File: config.mk
export PLATFORM = sky130hd
export DESIGN_NAME = ps2_kb_cmd_sched
export DESIGN_NICKNAME = d
export VERILOG_FILES = /design/src/rtl/ps2_kb_cmd_sched.sv
export SDC_FILE = /design/constraint.sdc
export NUM_CORES = 1
export LEC_CHECK = 0
export ABC_AREA = 1
export ABC_CLOCK_PERIOD_IN_PS = 3100
export BUFFER_PORTS_ARGS = -buffer_cell sky130_fd_sc_hd__buf_2
export CAP_MARGIN = 40
export CELL_PAD_IN_SITES_DETAIL_PLACEMENT = 0
export CELL_PAD_IN_SITES_GLOBAL_PLACEMENT = 2
export CORE_MARGIN = 10
export CORE_UTILIZATION = 38
export DETAILED_ROUTE_END_ITERATION = 12
export GPL_TIMING_DRIVEN = 0
export PLACE_DENSITY = 0.85
export SYNTH_ARGS = -nofsm -noshare
export SYNTH_HDL_FRONTEND = slang
export SYNTH_SLANG_ARGS = --single-unit
File: constraint.sdc
create_clock -name clk -period 3.1 [get_ports clk]
set_input_delay 0.62 -clock clk [delete_from_list [all_inputs] [get_ports clk]]
set_output_delay 0.62 -clock clk [all_outputs]
set_load 0.1 [all_outputs]
File: src/rtl/ps2_kb_cmd_sched.sv
// PS/2 host-to-keyboard command scheduler: arbitrates init, CPU and LED
// commands onto the PS/2 writer and consumes the keyboard's ACK/RESEND/BAT replies.
module ps2_kb_cmd_sched #(
    parameter int ACK_TIMEOUT = 560000,
    parameter int BAT_TIMEOUT = 28000000,
    parameter int MAX_RETRIES = 3
) (
    input  logic       clk,
    input  logic       rst,
    input  logic [7:0] cpu_data,
    input  logic       cpu_load,
    input  logic       led_req,
    input  logic [2:0] led_val,
    output logic [7:0] tx_data,
    output logic       tx_load,
    input  logic       tx_busy,
    input  logic       tx_error,
    input  logic       rx_strobe,
    input  logic [7:0] rx_code,
    output logic       rx_swallow,
    output logic       cpu_busy,
    output logic       init_done,
    output logic       cmd_error
);

    localparam int TW = $clog2(BAT_TIMEOUT);
    localparam int RW = (MAX_RETRIES < 2) ? 1 : $clog2(MAX_RETRIES + 1);
    localparam logic [TW-1:0] ACK_LAST    = TW'(ACK_TIMEOUT - 1);
    localparam logic [TW-1:0] BAT_LAST    = TW'(BAT_TIMEOUT - 1);
    localparam logic [TW-1:0] TX_WIN_LAST = TW'(15);
    localparam logic [RW-1:0] RETRY_MAX   = RW'(MAX_RETRIES);

    localparam logic [7:0] CMD_RESET = 8'hFF;
    localparam logic [7:0] CMD_LEDS  = 8'hED;
    localparam logic [7:0] KB_ACK    = 8'hFA;
    localparam logic [7:0] KB_RESEND = 8'hFE;
    localparam logic [7:0] KB_BAT_OK = 8'hAA;
    localparam logic [7:0] KB_BAT_NG = 8'hFC;

    typedef enum logic [2:0] {
        ST_IDLE, ST_LOAD, ST_TXWAIT, ST_ACKWAIT, ST_BATWAIT, ST_DONE
    } state_t;

    typedef enum logic [1:0] {
        SEQ_INIT, SEQ_CPU, SEQ_LED
    } seq_t;

    state_t        state_q, state_d;
    seq_t          seq_q, seq_d;
    logic          byte_idx_q, byte_idx_d;
    logic [RW-1:0] retry_q, retry_d;
    logic [TW-1:0] timer_q, timer_d;
    logic          seen_busy_q, seen_busy_d;
    logic          init_pending_q, init_pending_d;
    logic          cpu_pending_q, cpu_pending_d;
    logic          led_pending_q, led_pending_d;
    logic          led_again_q, led_again_d;
    logic [7:0]    cpu_byte_q, cpu_byte_d;
    logic [7:0]    tx_data_q, tx_data_d;
    logic          tx_load_q, tx_load_d;
    logic          init_done_q, init_done_d;
    logic          cmd_error_q, cmd_error_d;
    logic          do_retry;
    logic          led_active;

    always_ff @(posedge clk or posedge rst) begin
        if (rst) begin
            state_q        <= ST_IDLE;
            seq_q          <= SEQ_INIT;
            byte_idx_q     <= 1'b0;
            retry_q        <= '0;
            timer_q        <= '0;
            seen_busy_q    <= 1'b0;
            init_pending_q <= 1'b1;
            cpu_pending_q  <= 1'b0;
            led_pending_q  <= 1'b0;
            led_again_q    <= 1'b0;
            cpu_byte_q     <= 8'h00;
            tx_data_q      <= 8'h00;
            tx_load_q      <= 1'b0;
            init_done_q    <= 1'b0;
            cmd_error_q    <= 1'b0;
        end else begin
            state_q        <= state_d;
            seq_q          <= seq_d;
            byte_idx_q     <= byte_idx_d;
            retry_q        <= retry_d;
            timer_q        <= timer_d;
            seen_busy_q    <= seen_busy_d;
            init_pending_q <= init_pending_d;
            cpu_pending_q  <= cpu_pending_d;
            led_pending_q  <= led_pending_d;
            led_again_q    <= led_again_d;
            cpu_byte_q     <= cpu_byte_d;
            tx_data_q      <= tx_data_d;
            tx_load_q      <= tx_load_d;
            init_done_q    <= init_done_d;
            cmd_error_q    <= cmd_error_d;
        end
    end

    always_comb begin
        state_d        = state_q;
        seq_d          = seq_q;
        byte_idx_d     = byte_idx_q;
        retry_d        = retry_q;
        timer_d        = timer_q;
        seen_busy_d    = seen_busy_q;
        init_pending_d = init_pending_q;
        cpu_pending_d  = cpu_pending_q;
        led_pending_d  = led_pending_q;
        led_again_d    = led_again_q;
        cpu_byte_d     = cpu_byte_q;
        tx_data_d      = tx_data_q;
        tx_load_d      = 1'b0;
        init_done_d    = init_done_q;
        cmd_error_d    = cmd_error_q;
        do_retry       = 1'b0;
        led_active     = 1'b0;

        case (state_q)
            ST_IDLE: begin
                retry_d    = '0;
                byte_idx_d = 1'b0;
                if (init_pending_q) begin
                    seq_d   = SEQ_INIT;
                    state_d = ST_LOAD;
                end else if (cpu_pending_q) begin
                    seq_d       = SEQ_CPU;
                    state_d     = ST_LOAD;
                    cmd_error_d = 1'b0;
                end else if (led_pending_q) begin
                    seq_d   = SEQ_LED;
                    state_d = ST_LOAD;
                end
            end
            ST_LOAD: begin
                seen_busy_d = 1'b0;
                state_d     = ST_TXWAIT;
            end
            ST_TXWAIT: begin
                if (!seen_busy_q) begin
                    if (tx_busy) begin
                        seen_busy_d = 1'b1;
                    end else if (timer_q == TX_WIN_LAST) begin
                        do_retry = 1'b1;
                    end
                end else if (!tx_busy) begin
                    if (tx_error) begin
                        do_retry = 1'b1;
                    end else begin
                        state_d = ST_ACKWAIT;
                    end
                end
            end
            ST_ACKWAIT: begin
                if (rx_strobe && rx_code == KB_ACK) begin
                    if (seq_q == SEQ_INIT) begin
                        state_d = ST_BATWAIT;
                    end else if (seq_q == SEQ_LED && !byte_idx_q) begin
                        byte_idx_d = 1'b1;
                        retry_d    = '0;
                        state_d    = ST_LOAD;
                    end else begin
                        state_d = ST_DONE;
                    end
                end else if (rx_strobe && rx_code == KB_RESEND) begin
                    do_retry = 1'b1;
                end else if (timer_q == ACK_LAST) begin
                    do_retry = 1'b1;
                end
            end
            ST_BATWAIT: begin
                if (rx_strobe && rx_code == KB_BAT_OK) begin
                    init_done_d = 1'b1;
                    state_d     = ST_DONE;
                end else if ((rx_strobe && rx_code == KB_BAT_NG) || timer_q == BAT_LAST) begin
                    cmd_error_d = 1'b1;
                    state_d     = ST_DONE;
                end
            end
            ST_DONE: begin
                state_d = ST_IDLE;
                case (seq_q)
                    SEQ_INIT: init_pending_d = 1'b0;
                    SEQ_CPU:  cpu_pending_d  = 1'b0;
                    default: begin
                        led_pending_d = led_again_q;
                        led_again_d   = 1'b0;
                    end
                endcase
            end
            default: state_d = ST_IDLE;
        endcase

        if (do_retry) begin
            if (retry_q < RETRY_MAX) begin
                retry_d = retry_q + RW'(1);
                state_d = ST_LOAD;
            end else begin
                cmd_error_d = 1'b1;
                state_d     = ST_DONE;
            end
        end

        // LOAD always exits after one cycle, so entering it is the single load point
        if (state_d == ST_LOAD) begin
            tx_load_d = 1'b1;
            case (seq_d)
                SEQ_INIT: tx_data_d = CMD_RESET;
                SEQ_CPU:  tx_data_d = cpu_byte_q;
                default:  tx_data_d = byte_idx_d ? {5'b0, led_val} : CMD_LEDS;
            endcase
        end

        if (state_d != state_q) begin
            timer_d = '0;
        end else if (state_q == ST_TXWAIT || state_q == ST_ACKWAIT || state_q == ST_BATWAIT) begin
            timer_d = timer_q + TW'(1);
        end

        if (cpu_load) begin
            if (!cpu_pending_q) begin
                cpu_pending_d = 1'b1;
                cpu_byte_d    = cpu_data;
            end else begin
                cmd_error_d = 1'b1;
            end
        end

        // A request landing while an LED sequence owns the writer must re-run it afterwards
        led_active = (seq_d == SEQ_LED) && (state_d != ST_IDLE);
        if (led_req) begin
            if (led_active) begin
                led_again_d = 1'b1;
            end else begin
                led_pending_d = 1'b1;
            end
        end
    end

    assign rx_swallow = rx_strobe &&
                        ((state_q == ST_ACKWAIT && (rx_code == KB_ACK || rx_code == KB_RESEND)) ||
                         (state_q == ST_BATWAIT && (rx_code == KB_BAT_OK || rx_code == KB_BAT_NG)));

    assign tx_data   = tx_data_q;
    assign tx_load   = tx_load_q;
    assign cpu_busy  = cpu_pending_q;
    assign init_done = init_done_q;
    assign cmd_error = cmd_error_q;

endmodule

Word level (Yosys, flattened, before mapping). Cells that the tools add are included.

Register bits after elaboration: 57. Bits in latches: 0. Bits in writable memories: 0. ROM bits: 0. Bits of input ports: 26. Output and inout port bits: 13. Logic and storage cells: 129. Memories: 0.

Add/sub/neg operators: 2. Multiply operators: 0. Divide/modulo/power cells: 0. Order comparisons: 1. Equal/unequal tests: 18. Shift-type cells: 0. Mux-type cells: 66. Bitwise logic cells: 1. Reductions and logical operators: 26.

Operators with widths (count): 25-bit two-way mux (2); 3-bit two-way mux (13); 1-bit two-way mux (34); 8-bit == test, second input constant (4); 25-bit by 1-bit adder with 25-bit output, second input constant (1); 25-bit by 20-bit == test with 1-bit output, second input constant (1); 25-bit == test, second input constant (1); 25-bit by 4-bit == test with 1-bit output, second input constant (1); 2-bit two-way mux (9); 8-bit case mux with 2 select lines (1); 3-bit case mux with 5 select lines (1); 1-bit logical AND (9); 8-bit two-way mux (1); 1-bit case mux with 2 select lines (4); 3-bit by 1-bit == test with 1-bit output, second input constant (2); 3-bit by 2-bit == test with 1-bit output, second input constant (2); 3-bit == test, second input constant (2); 1-bit logical OR (6); 2-bit AND reduction (3); 2-bit by 1-bit == test with 1-bit output, second input constant (2); 2-bit == test, second input constant (2); 2-bit logical NOT (2); 2-bit case mux with 2 select lines (1); 2-bit nonzero test (2); 8 further kinds (8).

Depth between registers and ports, before layout. Gate-level depths: netlist (run 1).

Depth in word-level cells: 11. Depth in mapped cells: 15. Mapped depth without buffers: 15.

Worst setup path after synthesis (run 1). Ideal clock, no wire load.

Path type: input to output. From: input rx_code[7]. To: output rx_swallow. Arrival: 2484 ps. Data required time: 2480 ps. Setup slack: -4 ps. Stages: 6. Path buffers: 0. Cell sequence: nand2_1 -> nor2_2 -> nand2_1 -> nand2_1 -> nand2_1 -> a21oi_1.

Longest elaborated chain between the ends: 5. Elaborated cells between the ends (all ways): 10. Those cells by class: 4 x eq/ne; 6 x reduce/logical.

Ends and longest elaborated chain: start, declared (RTL line 19) `input logic [7:0] rx_code,`; 8-bit == test, on equally long branches (RTL line 243, 244); 1-bit logical OR, on equally long branches (RTL line 243, 244); 1-bit logical AND, on equally long branches (RTL line 243, 244); 1-bit logical OR (*) (RTL line 243) `((state_q == ST_ACKWAIT && (rx_code == KB_ACK || rx_code == KB_RESEND)) ||`; 1-bit logical AND (*) (RTL line 242) `assign rx_swallow = rx_strobe &&`; end, declared (RTL line 20) `output logic rx_swallow,`.

Mark *: on every way between the ends. The rest lies on a longest branch, timed or not.

Final worst setup path (run 1).
From: register state_q[0]. To: output rx_swallow.

Longest elaborated chain between the ends: 4. Elaborated cells between the ends (all ways): 6. Those cells by class: 2 x eq/ne; 4 x reduce/logical.

Ends and longest elaborated chain: start, declared (RTL line 48) `state_t state_q, state_d;`; start signal, assigned (RTL line 84) `state_q <= state_d;`; 3-bit by 2-bit == test with 1-bit output / 3-bit == test (equally long branches) (RTL line 243, 244); 1-bit logical AND, on equally long branches (RTL line 243, 244); 1-bit logical OR (*) (RTL line 243); 1-bit logical AND (*) (RTL line 242).

Marked as above.

==> metrics, run 1 <==
Mapped Cells=406; count leader, synth=nand2_1; register area=1430 um^2; synthesized area=3440 um^2; pwr/cell area=879 nW/um^2; drt drc=0; Initial Utilization=0.392; post-route ant nets=0; Final setup viols=0; Worst Reg2Reg Path Length in Cells=10; largest net degree at the start of global routing=31; CP startpoint kind=register; area grow syn2layout=15.8%; post-cts sizing count=0; Post-Place Setup Slack=685 ps; die height=115 um; CP Capture Type=output port; Critical Path Slowest Stage Cell=dfrtp_1; Slew headroom=0.551; vias in the first global route=~2,700; final wirelength=7550 um; slowest stage delay, CP=approximately 500 ps; CP Data Arrival Time=1870 ps; setup_tns=0 ps; fmax=402 MHz; Site Rows=34; count of cell types in the netlist=34; Worst-path clk slew=approximately 70 ps; main area contributors after synthesis=dfrtp_1 (41%), nand2_1 (10%), nor2_4 (7.2%); CTS tree=done; RSZ-0062 raised after global routing=false; Worst setup endpoint=rx_swallow; DPL Wire Length=slightly below 6000 um; fin util=0.454; CTS Hold Bufs=0; CTS Buf Count=9; # Max-Cap Violations=0; Post-synth top cells=nand2_1 (93), dfrtp_1 (56), nor2_1 (52); clock sink total=57; ant diodes=0; wire per inst=13.3 um; Top Ports=39; critical path type=register to output port; Core ar.=8760 um^2; Seq cells post-synth=57; total track usage=0.124; dominant synthesized flop cell=dfrtp_1; initial antenna violation count=0; Via-to-Cell Ratio=~4.6; fillers=898; Critical path origin=state_q[0]$_DFF_PP0_; DR vias=2,643; number of flops mapped to enable cells by yosys=0; share of layout cells above drive strength 1=0.280; sequential-to-total area share from yosys stat=0.415; final worst-path cycle share=0.803; area of the multi-input gates=1770 um^2; TritonRoute pass-1 iters=6; syn avg cell area=8.47 um^2; CP most frequent cell=nand2_1; CTS Buffer Depth=2; Yosys Warn Count=0; Fin Clk Skew=10.2 ps; R2R Path Start=state_q[0]$_DFF_PP0_; r2r setup slk=910 ps; Post-CTS Setup Inserts=0; critical-path cell list=nor2_2 -> nand2_1 -> inv_1 -> nand2_1 -> a21oi_2 -> buf_2; total power=0.00350 W; post-layout min period=approximately 2500 ps; post-synth top area share=0.408; fin worst setup slack=610 ps; R2R Path End=timer_q[21]$_DFFE_PP0P_; VDD IR max=820 uV; Slew @ Worst Pin=673 ps; first-pass GRT wire length=13,000 um; IO buf count=38; Final #Nets=484; latest clock arrival within the worst-skew pair=340 ps; clock root buffer=clkbuf_8; initial DRC count=92; die area=13,200 um^2; Slew Viols, Final=0; largest area contributor in the netlist=dfrtp_1; ys async rst share=1.00; die width=115 um; total gr overflow=0; Placer Congestion=around 0.79; status=completed; Worst Path Required=2480 ps; Hold WC Path Type=input pin to async pin; total nets after synthesis=approximately 430; Fin. Hold Viols=0; htree depth=3; Leakage Power=1.83 nW; Max FO, Critical Path=7
[placed cells by master, fill, tap and decap left out, types with 2 or more instances in the layout]
cell	n
o21bai_1	3
a31oi_1	2
nor2_1	52
ha_1	2
buf_2	38
inv_4	2
clkbuf_8	9
nor3_2	2
xor2_1	15
clkinvlp_4	2
o21ai_2	10
nand2_2	7
inv_2	5
o21ai_0	15
nand4_1	5
nor4_1	2
nor3_1	7
o22ai_1	2
xnor2_1	8
inv_1	44
nor2_2	6
mux2_2	7
dfrtp_1	56
nand3_1	19
nand2_4	4
buf_12	3
nand2_1	93
nor2_4	22
a21oi_1	3
nor2_8	3
[critical path: cells and delay by family, from the launching register on]
kind / cells / cell delay [ps]
buf+inv: 2 / 560
flops: 1 / 500
compound gates: 1 / 100
simple gates: 3 / 360
[metrics by stage]
stage               instance area (um^2)  std cells  hold slack (ps)
finish                              3980        569              373
global route                        3980        569              405
CTS                                 3980        569              381
detailed placement                  3790        553              458
global placement                    3770        552              460
floorplan                           3440        406              444
[flip-flops by register name (all words and copies together), names as in the netlist]
name            cells
init_pending_q      1
init_done           1
tx_data             8
cpu_busy            1
seen_busy_q         1
cmd_error           1
byte_idx_q          1
retry_q             2
cpu_byte_q          8
timer_q            25
state_q             3
seq_q               2
tx_load             1
led_again_q         1
led_pending_q       1
[area by class of cell]
cell class,instances,share of cell area
Sequential cell,57,0.359
Timing Repair Buffer,39,0.0528
Inverter,51,0.0493
Buffer,3,0.0129
Tap cell,108,0.0339
Clock inverter,6,0.0170
Clock buffer,10,0.0321
Multi-Input combinational cell,295,0.443
[metal layers]
| layer | up-vias | share of wire | track usage |
|---|---|---|---|
| met5 | - | 0 | 0 |
| met4 | 0 | 0.0090 | 0.0421 |
| met3 | 5 | 0.061 | 0.0516 |
| met2 | 53 | 0.43 | 0.174 |
| met1 | 1202 | 0.50 | 0.167 |
| li1 | 1383 | - | - |
[report_power, final]
part           leakage [nW]  internal, W  switching [W]
Combinational          1.00     0.000503        0.00132
Clock                0.0929     0.000374       0.000327
Sequential            0.737     0.000878      0.0000953
Total                  1.83      0.00175        0.00175
[worst min path at each step]
stage	startpoint	endpoint	slack (ps)	cells past startpoint
after detailed placement	init_done$_DFFE_PP0P_	init_done$_DFFE_PP0P_	460	1
after global routing	rst	cpu_byte_q[3]$_DFFE_PP0P_	400	2
final	rst	cpu_byte_q[0]$_DFFE_PP0P_	370	2
after global placement	led_again_q$_DFF_PP0_	led_again_q$_DFF_PP0_	460	2
after CTS	rst	cpu_byte_q[0]$_DFFE_PP0P_	380	2
after floorplan	led_again_q$_DFF_PP0_	led_again_q$_DFF_PP0_	440	2
[cell families after synthesis]
kind of cell | synth area share
xor gates and xnor gates | 0.0633
and+or+nand+nor | 0.341
buffers and inverters | 0.0721
muxes | 0.0258
adders and majority gates | 0.00728
AOI/OAI and AO/OA | 0.0750
DFF | 0.415
Power figures use the tool's default switching activity.
==> run 2, diff against run 1 <==
--- a/config.mk
+++ b/config.mk
@@ -6,16 +6,16 @@
 export NUM_CORES = 1
 export LEC_CHECK = 0
 export ABC_AREA = 1
-export ABC_CLOCK_PERIOD_IN_PS = 3100
+export ABC_CLOCK_PERIOD_IN_PS = 2400
 export BUFFER_PORTS_ARGS = -buffer_cell sky130_fd_sc_hd__buf_2
 export CAP_MARGIN = 40
 export CELL_PAD_IN_SITES_DETAIL_PLACEMENT = 0
 export CELL_PAD_IN_SITES_GLOBAL_PLACEMENT = 2
 export CORE_MARGIN = 10
-export CORE_UTILIZATION = 38
+export CORE_UTILIZATION = 35
 export DETAILED_ROUTE_END_ITERATION = 12
 export GPL_TIMING_DRIVEN = 0
-export PLACE_DENSITY = 0.85
+export PLACE_DENSITY = 0.79
 export SYNTH_ARGS = -nofsm -noshare
 export SYNTH_HDL_FRONTEND = slang
 export SYNTH_SLANG_ARGS = --single-unit
==> constraint.sdc (replaced) <==
create_clock -name clk -period 2.4 [get_ports clk]
set_input_delay 0.48 -clock clk [delete_from_list [all_inputs] [get_ports clk]]
set_output_delay 0.48 -clock clk [all_outputs]
set_load 0.1 [all_outputs]
==> run 2 against run 1 <==
Net effect: worst hold slack worse by 210 ps; first-iteration DRC count is 40% higher; clock skew is 10 ps higher; final area is 1.0% higher; critical path type unchanged; setup slack worse by 440 ps.
==> metrics, run 2 (same netlist as run 1, synthesis figures left out) <==
CP most frequent cell=nand2_1; Worst-path clk slew=90 ps; CP Capture Type=output port; Critical Path Slowest Stage Cell=dfrtp_1; largest net degree at the start of global routing=35; area post-placement=3820 um^2; initial antenna violation count=0; total gr overflow=0; htree depth=3; Fin. Hold Viols=0; CP startpoint kind=register; worst path bufs/invs=2; fmax=roughly 450 MHz; RSZ-0062 raised after global routing=false; fillers=about 990; Hold WC Path Type=input pin to async pin; Worst Path Required=1920 ps; Via-to-Cell Ratio=4.47; initial DRC count=129; TritonRoute pass-1 iters=5; Slew headroom=0.644; DR vias=2,658; VDD IR max=859 uV; CTS Buffer Depth=2; fin worst setup slack=175 ps; Core ar.=9680 um^2; CTS Buf Count=9; die height=~120 um; Fin Hold WS=163 ps; slowest stage delay, CP=480 ps; Slew Viols, Final=0; first-pass GRT wire length=13,300 um; area grow syn2layout=17.0%; Largest Register=timer_q; critical path type=register to output port; clock sink total=57; max FFs per register=25; Site Rows=36; Initial Utilization=0.355; status=completed; vias in the first global route=2,791; Final #Nets=484; total track usage=0.114; Top Ports=39; fin area=4020 um^2; Slew @ Worst Pin=533 ps; post-route ant nets=0; ant diodes=0; pwr/cell area=1130 nW/um^2; Leakage Power=about 1.8 nW; share of layout cells above drive strength 1=0.282; final worst-path cycle share=0.927; die area=around 14,000 um^2; latest clock arrival within the worst-skew pair=~340 ps; most frequent cells in the layout=nand2_1 (93), dfrtp_1 (56), nor2_1 (52), inv_1 (44), buf_2 (37); Fin Clk Skew=20.7 ps; Placer Congestion=0.794; critical-path cell list=nor2_2 -> nand2_1 -> inv_1 -> nand2_1 -> a21oi_2 -> clkbuf_4; Non-Filler Instances=between 500 and 600; DPL Wire Length=6130 um; # Max-Cap Violations=0; clock root buffer=clkbuf_8; drt drc=0; final wirelength=7720 um; placed cells=578; CP Data Arrival Time=~1700 ps; wire per inst=13.0 um; cell family with most CP delay=flip-flops; post-layout min period=~2200 ps; IO buf count=38; die width=119 um; Final setup viols=0; Post-Place Setup Slack=197 ps; CTS tree=done; commonest non-fill, non-tap cell in the layout=nand2_1; Max FO, Critical Path=7
==> run 2: cell count changes in the layout (fill, tap and decap cells not counted) <==
| cell | previous run | this run |
|---|---|---|
| buf_2 | 38 | 37 |
| clkbuf_1 | 1 | 0 |
| clkbuf_4 | 0 | 1 |
| clkinv_4 | 1 | 2 |
| clkinvlp_4 | 2 | 1 |
| inv_6 | 1 | 2 |
==> run 2: worst paths after layout <==
| path | start | to | slack [ps] | cells after the start |
|---|---|---|---|---|
| min reg2reg | init_done$_DFFE_PP0P_ | init_done$_DFFE_PP0P_ | 480 | 1 |
| max | state_q[0]$_DFF_PP0_ | rx_swallow | 180 | 6 |
| min in group clk | cpu_data[2] | cpu_byte_q[2]$_DFFE_PP0P_ | 360 | 2 |
| min | rst | cpu_byte_q[7]$_DFFE_PP0P_ | 160 | 2 |
| max in group asynchronous | rst | init_pending_q$_DFFE_PP1P_ | 1600 | 3 |
| max reg2reg | state_q[0]$_DFF_PP0_ | timer_q[23]$_DFFE_PP0P_ | 250 | 10 |
==> run 2: cell type report <==
type	count	area, um^2	area share
Multi-Input combinational cell	295	1770	0.439
Inverter	51	196	0.0488
Clock buffer	9	124	0.0308
Sequential cell	57	1430	0.355
Timing Repair Buffer	39	213	0.0529
Tap cell	133	166	0.0414
Clock inverter	7	77.6	0.0193
Buffer	3	51.3	0.0128
==> run 2: metal layers <==
metal,part of all wire,vias to the layer above,wire length (um),GRT usage
met5,0,-,0,0
met4,0.010,0,81,0.0351
met3,0.050,6,387,0.0350
met2,0.48,47,3690,0.189
met1,0.46,1221,3560,0.138
li1,-,1384,-,-
==> run 2: through the flow <==
stage | util | total power, W | setup TNS (ps)
floorplan | - | 0.00326 | 0
global placement | 0.392 | 0.00365 | -20460
detailed placement | 0.394 | 0.00368 | 0
CTS | 0.415 | 0.00462 | 0
global route | 0.415 | 0.00485 | 0
finish | 0.415 | 0.00455 | 0
==> run 2: where the power goes <==
part / switching (W) / internal, W
registers: 0.000122 / 0.00113
clock network: 0.000447 / 0.000488
logic: 0.00171 / 0.000650
==> run 2: repair_timing <==
action	CTS	global route
setup buffers	0	0
resized for setup	0	1
setup endpoints to repair	0	1
hold buffers	0	0
==> run 3, diff against run 2 <==
--- a/config.mk
+++ b/config.mk
@@ -11,7 +11,7 @@
 export CAP_MARGIN = 40
 export CELL_PAD_IN_SITES_DETAIL_PLACEMENT = 0
 export CELL_PAD_IN_SITES_GLOBAL_PLACEMENT = 2
-export CORE_MARGIN = 10
+export CORE_MARGIN = 2
 export CORE_UTILIZATION = 35
 export DETAILED_ROUTE_END_ITERATION = 12
 export GPL_TIMING_DRIVEN = 0
==> run 3 against run 2 <==
Net effect: final area is 1.2% higher; clock skew down 9.6 ps; sequential cell count is the same; combinational power hardly changed; first-iteration DRC count fell by 37%; final cell count stayed put; power rose by 4.2%; clock-buffer cell count stayed put; die area shrank 25%; critical endpoint unchanged; highest routed layer unchanged.
==> metrics, run 3 (same netlist as run 1, synthesis figures left out) <==
R2R Path End=timer_q[7]$_DFFE_PP0P_; net switching power=0.00226 W; DR vias=2,652; Non-Filler Instances=roughly 590; met3 WL=224 um; fillers=around 1,000; Final #Nets=484; CP Data Arrival Time=roughly 1800 ps; final worst-path cycle share=0.928; clock sink total=57; pwr/cell area=1170 nW/um^2; CTS tree=done; Slew @ Worst Pin=490 ps; RSZ-0062 raised after global routing=false; Max FO, Critical Path=7; IO buf count=38; Slew Viols, Final=0; clock network power share=0.241; total power=0.00475 W; Comb power frac=0.495; area grow syn2layout=18.4%; first-pass GRT wire length=12,600 um; r2r setup slk=260 ps; Fin. Hold Viols=0; VDD IR max=between 600 and 700 uV; Final setup viols=0; met1 WL=3490 um; vias in the first global route=2,747; Fin Hold WS=148 ps; TritonRoute pass-1 iters=6; max FFs per register=25; fin util=0.422; largest net degree at the start of global routing=37; clock root buffer=clkbuf_8; initial DRC count=81; design internal power=0.00248 W; DPL Wire Length=5640 um; die area=~11,000 um^2; Initial Utilization=0.357; status=completed; most frequent cells in the layout=nand2_1 (93), dfrtp_1 (56), nor2_1 (52), inv_1 (44), buf_2 (37); Slew headroom=0.673; latest clock arrival within the worst-skew pair=340 ps; commonest non-fill, non-tap cell in the layout=nand2_1; Top Ports=39; final wirelength=7320 um; # Max-Cap Violations=0; die width=103 um; Core ar.=9640 um^2; CTS Hold Bufs=0; initial antenna violation count=0; top routing layer in use=met4; Largest Register=timer_q; fmax=about 450 MHz; total gr overflow=0; met2 wire length=3530 um; ant diodes=0; Placer Congestion=a little over 0.7; share of layout cells above drive strength 1=0.282; die height=103 um; Via-to-Cell Ratio=between 4 and 5; total track usage=0.154; switching part of the total=0.477; critical path type=register to output port; Leakage Power=around 1.9 nW; Worst Path Required=1920 ps; Fin Clk Skew=11.1 ps; htree depth=3; CP Capture Type=output port; post-layout min period=2230 ps; CTS Buf Count=9; wire per inst=12.3 um; CP startpoint kind=register; placed cells=~580; sequential power share=0.263; area post-placement=3820 um^2; Worst Reg2Reg Path Length in Cells=15; Hold WC Path Type=input pin to async pin; Worst-path clk slew=80 ps; R2R Path Start=timer_q[0]$_DFFE_PP0P_; Site Rows=36; CTS Buffer Depth=2; Post-CTS Setup Inserts=0; post-route ant nets=0; fin area=4070 um^2; drt drc=0
==> run 3: changes by cell type in the layout (fill, tap and decap cells not counted), sizes merged <==
cell,before,now
clkinv,3,2
clkinvlp,1,0
bufinv,1,3
==> run 3: stage by stage <==
| stage | setup WS (ps) | setup TNS [ps] |
|---|---|---|
| 2_1_floorplan | 122 | 0 |
| 3_3_place_gp | -364 | -20200 |
| 3_5_place_dp | 154 | 0 |
| 4_1_cts | 58.0 | 0 |
| 5_1_grt | 24.7 | 0 |
| 6_report | 173 | 0 |
==> run 3: critical path, cell delays in order, from the launching register on <==
cell and delay, ps:
dfrtp_1 490, nor2_2 160, nand2_1 130, inv_1 110, nand2_1 70, a21oi_2 110
clkbuf_4 330
==> run 3: per-layer routing <==
layer / GRT usage / vias to the layer above
li1: - / 1389
met1: 0.191 / 1225
met2: 0.261 / 32
met3: 0.0414 / 6
met4: 0.0455 / 0
met5: 0 / -
==> run 3: layout make-up <==
class | instances | area (um^2) | share of cell area
Buffer | 3 | 51.3 | 0.0126
Clock buffer | 9 | 124 | 0.0304
Clock inverter | 7 | 125 | 0.0308
Inverter | 51 | 196 | 0.0483
Multi-Input combinational cell | 295 | 1770 | 0.434
Sequential cell | 57 | 1430 | 0.351
Tap cell | 133 | 166 | 0.0409
Timing Repair Buffer | 39 | 213 | 0.0523
==> run 3: repair_timing <==
action,in CTS,in global routing
endpoints found under the setup margin,0,1
hold endpoints to repair,0,0
gates resized for setup,0,1
==> run 3: worst max-delay path by stage <==
stage                                    start                       to  slack (ps)
after floorplan                     rx_code[7]               rx_swallow         120
after global placement                     rst  timer_q[23]$_DFFE_PP0P_        -360
after detailed placement            rx_code[0]   tx_data[7]$_DFFE_PP0P_         150
after CTS                 state_q[0]$_DFF_PP0_               rx_swallow          60
after global routing      state_q[0]$_DFF_PP0_               rx_swallow          20
final                     state_q[0]$_DFF_PP0_               rx_swallow         170
==> run 3: power groups by stage <==
| stage | clock [W] | sequential, W | combinational (W) |
|---|---|---|---|
| after global placement | 0 | 0.00126 | 0.00238 |
| after CTS | 0.00118 | 0.00125 | 0.00239 |
| after detailed placement | 0 | 0.00127 | 0.00239 |
| after floorplan | 0 | 0.00182 | 0.00144 |
| after global routing | 0.00122 | 0.00127 | 0.00255 |
| final | 0.00114 | 0.00125 | 0.00235 |
